`src/rtl/restador_serie.sv`:
```
// Bit-serial subtractor: op_a - op_b - borrow_in, one bit per clock, LSB first.
// One full-subtractor cell plus one borrow flop, with a start/busy/done handshake.
module restador_serie #(
    parameter int WIDTH = 4
) (
    input  logic             clk,
    input  logic             rst,
    input  logic             start,
    input  logic [WIDTH-1:0] op_a,
    input  logic [WIDTH-1:0] op_b,
    input  logic             borrow_in,
    output logic             busy,
    output logic             done,
    output logic [WIDTH-1:0] result,
    output logic             borrow_out,
    output logic             overflow
);

    localparam int CW = $clog2(WIDTH);

    typedef enum logic [1:0] {
        S_IDLE  = 2'd0,
        S_SHIFT = 2'd1,
        S_DONE  = 2'd2
    } state_t;

    state_t           state_q, state_d;
    logic [WIDTH-1:0] sa_q, sa_d;
    logic [WIDTH-1:0] sb_q, sb_d;
    logic [WIDTH-1:0] diff_q, diff_d;
    logic [WIDTH-1:0] result_q, result_d;
    logic [CW-1:0]    cnt_q, cnt_d;
    logic             w_q, w_d;
    logic             a_msb_q, a_msb_d;
    logic             b_msb_q, b_msb_d;
    logic             bout_q, bout_d;
    logic             ovf_q, ovf_d;
    logic             done_q, done_d;
    logic [1:0]       cell_s;
    logic             last_bit_s;

    // Full-subtractor cell: returns {borrow_next, difference_bit}.
    function automatic logic [1:0] sub_cell(input logic a, input logic b, input logic w);
        sub_cell = {(~a & b) | (~(a ^ b) & w), a ^ b ^ w};
    endfunction

    assign cell_s     = sub_cell(sa_q[0], sb_q[0], w_q);
    assign last_bit_s = (state_q == S_SHIFT) && (cnt_q == CW'(WIDTH - 1));

    // State register.
    always_ff @(posedge clk) begin
        if (rst) begin
            state_q <= S_IDLE;
        end else begin
            state_q <= state_d;
        end
    end

    // Next-state decode.
    always_comb begin
        state_d = state_q;
        case (state_q)
            S_IDLE: begin
                if (start) begin
                    state_d = S_SHIFT;
                end else begin
                    state_d = S_IDLE;
                end
            end
            S_SHIFT: begin
                if (last_bit_s) begin
                    state_d = S_DONE;
                end else begin
                    state_d = S_SHIFT;
                end
            end
            S_DONE:  state_d = S_IDLE;
            default: state_d = S_IDLE;
        endcase
    end

    // FSM output decode.
    always_comb begin
        busy = 1'b0;
        case (state_q)
            S_IDLE:  busy = 1'b0;
            S_SHIFT: busy = 1'b1;
            S_DONE:  busy = 1'b1;
            default: busy = 1'b0;
        endcase
    end

    // Datapath next state: operand load, serial shift and result capture.
    always_comb begin
        sa_d     = sa_q;
        sb_d     = sb_q;
        diff_d   = diff_q;
        cnt_d    = cnt_q;
        w_d      = w_q;
        a_msb_d  = a_msb_q;
        b_msb_d  = b_msb_q;
        result_d = result_q;
        bout_d   = bout_q;
        ovf_d    = ovf_q;
        done_d   = 1'b0;
        case (state_q)
            S_IDLE: begin
                if (start) begin
                    sa_d    = op_a;
                    sb_d    = op_b;
                    w_d     = borrow_in;
                    cnt_d   = {CW{1'b0}};
                    a_msb_d = op_a[WIDTH-1];
                    b_msb_d = op_b[WIDTH-1];
                end else begin
                    done_d = 1'b0;
                end
            end
            S_SHIFT: begin
                sa_d   = {1'b0, sa_q[WIDTH-1:1]};
                sb_d   = {1'b0, sb_q[WIDTH-1:1]};
                diff_d = {cell_s[0], diff_q[WIDTH-1:1]};
                w_d    = cell_s[1];
                cnt_d  = cnt_q + CW'(1);
                // The last difference bit is the result MSB, so the overflow test uses it directly.
                if (last_bit_s) begin
                    result_d = {cell_s[0], diff_q[WIDTH-1:1]};
                    bout_d   = cell_s[1];
                    ovf_d    = (a_msb_q != b_msb_q) && (cell_s[0] != a_msb_q);
                    done_d   = 1'b1;
                end else begin
                    done_d = 1'b0;
                end
            end
            S_DONE:  done_d = 1'b0;
            default: done_d = 1'b0;
        endcase
    end

    // Datapath registers.
    always_ff @(posedge clk) begin
        if (rst) begin
            sa_q     <= {WIDTH{1'b0}};
            sb_q     <= {WIDTH{1'b0}};
            diff_q   <= {WIDTH{1'b0}};
            result_q <= {WIDTH{1'b0}};
            cnt_q    <= {CW{1'b0}};
            w_q      <= 1'b0;
            a_msb_q  <= 1'b0;
            b_msb_q  <= 1'b0;
            bout_q   <= 1'b0;
            ovf_q    <= 1'b0;
            done_q   <= 1'b0;
        end else begin
            sa_q     <= sa_d;
            sb_q     <= sb_d;
            diff_q   <= diff_d;
            result_q <= result_d;
            cnt_q    <= cnt_d;
            w_q      <= w_d;
            a_msb_q  <= a_msb_d;
            b_msb_q  <= b_msb_d;
            bout_q   <= bout_d;
            ovf_q    <= ovf_d;
            done_q   <= done_d;
        end
    end

    assign done       = done_q;
    assign result     = result_q;
    assign borrow_out = bout_q;
    assign overflow   = ovf_q;

endmodule

```
`config.mk`:
```
export PLATFORM = sky130hd
export DESIGN_NAME = restador_serie
export DESIGN_NICKNAME = d
export VERILOG_FILES = /design/src/rtl/restador_serie.sv
export SDC_FILE = /design/constraint.sdc
export NUM_CORES = 1
export LEC_CHECK = 0
export CELL_PAD_IN_SITES_DETAIL_PLACEMENT = 1
export CELL_PAD_IN_SITES_GLOBAL_PLACEMENT = 1
export CORE_MARGIN = 4
export CORE_UTILIZATION = 38
export DETAILED_ROUTE_END_ITERATION = 12
export GPL_TIMING_DRIVEN = 0
export PLACE_DENSITY = 0.85
export SLEW_MARGIN = 20
export SYNTH_ARGS = -nofsm -noshare
export SYNTH_HDL_FRONTEND = slang
export SYNTH_SLANG_ARGS = --single-unit
```
`constraint.sdc`:
```
create_clock -name clk -period 2.3 [get_ports clk]
set_input_delay 0.345 -clock clk [delete_from_list [all_inputs] [get_ports clk]]
set_output_delay 0.345 -clock clk [all_outputs]
set_load 0.02 [all_outputs]
```
Word level (Yosys, flattened, before mapping)
Index checks and enable logic that the tools add are counted.

Add/subtract/negate cells: 1. Multipliers: 0. Div/mod/pow operators: 0. Magnitude comparators: 0. Equal/unequal tests: 6. Shift operators: 0. Multiplexer cells: 13. Bitwise logic cells: 8. Reduce and logical (&&, ||, !) cells: 9.

Operators with widths (count): $pmux W4 S2 (2); $mux W4 (2); $pmux W2 S2 (2); $reduce_and A2 Y1 (3); $eq A2 B2 Y1 const B (2); $mux W1 (4); $mux W2 (2); $reduce_or A2 Y1 (2); $not A1 Y1 (3); $add A2 B1 Y2 const B (1); $and A1 B1 Y1 (2); $eq A2 B1 Y1 const B (1); $logic_and A1 B1 Y1 (2); $logic_not A2 Y1 (1); $ne A1 B1 Y1 (2); $ne A2 B2 Y1 const B (1); $pmux W1 S2 (1); $reduce_bool A2 Y1 (1); $xor A1 B1 Y1 (2); $or A1 B1 Y1 (1).

Register bits after elaboration: 26. Latch bits: 0. Bits in writable memories: 0. ROM bits: 0. Input port bits: 12. Output and inout port bits: 8. Word-level logic and storage cells: 49. Memories: 0.

Depth between registers and ports, before layout
Word-level depth: 5. Gate-level depth with buffers: 7. Mapped depth without buffers: 5.

Worst setup path before layout
No wires, ideal clock.

Path kind: reg2reg. Start point: register sb_q[0]. End point: register ovf_q, in the netlist overflow. Setup time: 0.091 ns. Data arrival time: 1.520 ns. Data required time: 2.209 ns. Setup slack: 0.689 ns. Stages on the path, launching flop included: 5. Buffers on the path: 0. Clock period less this slack: 1.611 ns. Cells stage by stage: dfxtp_1 -> inv_1 -> fa_1 -> or3b_2 -> a311oi_1.

Word-level cells in the longest chain between the ends: 4.

Ends and longest elaborated chain: start, declared (line 29) `logic [WIDTH-1:0] sb_q, sb_d;`; start signal, assigned (line 144) `sb_q <= {WIDTH{1'b0}};`; $xor A1 B1 Y1 (2 in a row) (line 44) `sub_cell = {(~a & b) | (~(a ^ b) & w), a ^ b ^ w};`; named net cell_s[0] (line 39) `logic [1:0] cell_s;`; $ne A1 B1 Y1 (line 129) `ovf_d = (a_msb_q != b_msb_q) && (cell_s[0] != a_msb_q);`; $logic_and A1 B1 Y1 (line 129); end signal, assigned (line 164) `ovf_q <= ovf_d;`; end, declared (line 37) `logic ovf_q, ovf_d;`.

The timed path passes the listed nets, and every way through them passes these cells. A chain may end at the register's enable or synchronous reset.

Worst setup path in the final report
Start point: register state_q[0]. End point: output busy.

Word-level cells in the longest chain between the ends: 3. Elaborated cells on any way between the ends: 4. Those cells by class: eq/ne (2); mux (1); reduce/logical (1).

Ends and longest elaborated chain: start, declared (line 27) `state_t state_q, state_d;`; start signal, assigned (line 55) `state_q <= state_d;`; $eq A2 B1 Y1 / $eq A2 B2 Y1 (equally long branches) (line 85) `case (state_q)`; $reduce_or A2 Y1 (no source line) *; $mux W1 * (line 85); end, declared (line 12) `output logic busy,`.

Every way passes the cells marked *; elsewhere a longest branch is shown, timed or not.

==> metrics.yaml <==
timing:
  final-max-slew-violation-count: 0
  fin_crit_ps: 1940
  fin_tns_setup_ps: 0
  finalHoldViolCount: 0
  fin_ws_ps: 357
  clock.fmax_mhz: 515
  setup_viol_count_final: 0
  worstMarginPinSlew_ps: 569
  finalClockSkew_ps: 9.46
  slew_headroom: 0.620
  rsz0062_at_grt: "no"
  hold_ws_ps: 276
  period_share: 0.845
critical_path:
  critPathArrivalTime_ps: 1600
  path_cells: "inv_1 -> ha_1 -> clkdlybuf4s50_1"
  max_stage_delay_ps: 590
  worst-path-buf-inv: 2
  endpoint_kind: "output port"
  slowest_stage: "clkdlybuf4s50_1"
  path_class: "register to output port"
  worstPathMaxFanout: 2
  crit_required_ps: 1960
  cpLargestDelayFamily: "buffers and inverters"
  start_kind: "register"
layout:
  design.final.nets: 155
  mostFrequentLayoutCells: "dfxtp_1, clkdlybuf4s50_1, nor2_1"
  num_antenna_cells: 0
  drive_above_1_share: 0.145
  area_growth_pct: 22.3
  final_common_cell: "dfxtp_1"
  fillers: 325
  design_area_um2: 1360
  fin_cells: 169
  finish.utilization: 0.490
grt:
  antenna_found_initial: 0
  grt_pass1_wl_um: 4480
  grt_use_total: 0.143
  grt_max_degree: 16
  grt_overflow_total: 0
  grt_pass1_vias: 919
route:
  drt_wl_total_um: 2550
  route.detailed.drc: 0
  via_per_inst: 5.07
  ant_nets: 0
  post_drt_wl_per_cell_um: 15.1
  drtPass1Iterations: 4
  vias: 856
  drtIter0Drc: 32
synthesis:
  syn_inst: 116
  synth-seq-cells: 25
  ys_types: 25
  yosysSeqAreaShare: 0.449
  syn_nets: 132
  synthesis.area_um2: 1110
  syn_avg_cell_area_um2: 9.61
  yosys_warnings: 0
floorplan:
  coreArea_um2: 2780
  fp.dieH_um: 62.2
  io_pins: 20
  core.rowCount: 19
  dieArea_um2: 3860
  die_w_um: 62.2
  initial_core_util: 0.401
power:
  vdd_drop_max_mv: 0.367
  power_density_nw_per_um2: 616
  p_leak_nw: 0.515
  p_total_mw: 0.841
clock_network:
  htreeDepth: 1
  clkSlewWorstSetupHoldPaths_ps: 150
  cts_root_buffer: "clkbuf_4"
  cts_buffer_depth: 2
  post_cts_buffers: 0
  numCtsBuffers: 3
  cts-hold-fix-buffers: 0
  clock_sinks: 25
  ctsResizeCount: 0
  cts_tree: "built"
  clock_latency_ps: 330
placement:
  postPlaceCellArea_um2: 1330
  port-buffer-count: 18
  dpl.hpwl_um: 1950
  place.gp.congestion: 0.723
  dp.cells: 165
  pre_cts_slack_ps: 537
worst_hold_path:
  hp-class: "primary input to register"
outcome:
  status: "complete, no violations"
run:
  maxCapViolations: 0
state kept, by name (all words and copies together), names as in the netlist:
register	cells
cnt_q	2
overflow	1
borrow_out	1
result	4
b_msb_q	1
a_msb_q	1
w_q	1
sa_q	4
diff_q	3
state_q	2
done	1
sb_q	4
synthesized netlist by cell type:
master	count	share of area
buf_6	3	0.030
a21o_1	1	0.0067
buf_2	2	0.0090
nor2b_1	2	0.011
or3b_2	1	0.0079
and2_1	2	0.011
nand2_1	13	0.044
a211oi_1	1	0.0067
a311oi_1	1	0.0079
mux2i_1	12	0.11
ha_1	3	0.034
nor2_1	17	0.057
nand2b_1	2	0.011
fa_1	1	0.018
dfxtp_1	25	0.45
buf_1	2	0.0067
a211oi_2	7	0.079
nand3b_1	1	0.0067
mux2_4	1	0.013
or2_2	1	0.0056
buf_4	1	0.0067
inv_1	5	0.017
o21ai_0	1	0.0045
a21oi_1	9	0.040
nand3_1	2	0.0090
report_power, final:
| group | internal (mW) | total, mW | leakage [nW] | switching (mW) |
|---|---|---|---|---|
| Clock | 0.0666 | 0.212 | 0.0139 | 0.146 |
| Sequential | 0.456 | 0.471 | 0.204 | 0.0148 |
| Combinational | 0.0767 | 0.158 | 0.297 | 0.0811 |
area by class of cell:
class                           instances  area, µm²  share of cell area
Multi-Input combinational cell         78        537               0.394
Sequential cell                        25        500               0.367
Timing Repair Buffer                   18        180               0.132
Buffer                                  8       58.8              0.0431
Tap cell                               31       38.8              0.0284
Clock buffer                            3       22.5              0.0165
Inverter                                5       18.8              0.0138
Clock inverter                          1       7.51             0.00550
final timing paths:
path | startpoint | end | slack, ps | cells after the start
setup / recovery | state_q[0]$_SDFF_PP0_ | busy | 360 | 3
hold / removal | rst | sa_q[1]$_SDFFE_PP0P_ | 280 | 2
hold reg to reg | result[3]$_SDFFE_PP0P_ | result[3]$_SDFFE_PP0P_ | 470 | 2
setup reg to reg | sb_q[0]$_SDFFE_PP0P_ | overflow$_SDFFE_PP0P_ | 480 | 4
worst register-to-register path, cell delays in order, from the launching register on:
cell and delay, ps:
dfxtp_1 370, inv_1 60, fa_1 530, or3b_2 480, a311oi_1 310
cell families (layout without fill, tap and decap cells):
logic type / after synthesis / count (layout) / synth area share
compound gates: 20 / 20 / 0.145
fa+ha+maj: 4 / 4 / 0.0516
buf+inv: 13 / 35 / 0.0696
flops: 25 / 25 / 0.449
mux: 13 / 13 / 0.121
simple gates: 41 / 41 / 0.164
metal layers:
| layer | routed length, µm | up-vias | part of all wire | track usage |
|---|---|---|---|---|
| met1 | 1180 | 404 | 0.46 | 0.172 |
| met5 | 0 | - | 0 | 0 |
| li1 | - | 432 | - | - |
| met3 | 65 | 6 | 0.025 | 0.0288 |
| met4 | 82 | 0 | 0.032 | 0.0840 |
| met2 | 1220 | 14 | 0.48 | 0.234 |
Power figures use the tool's default switching activity.
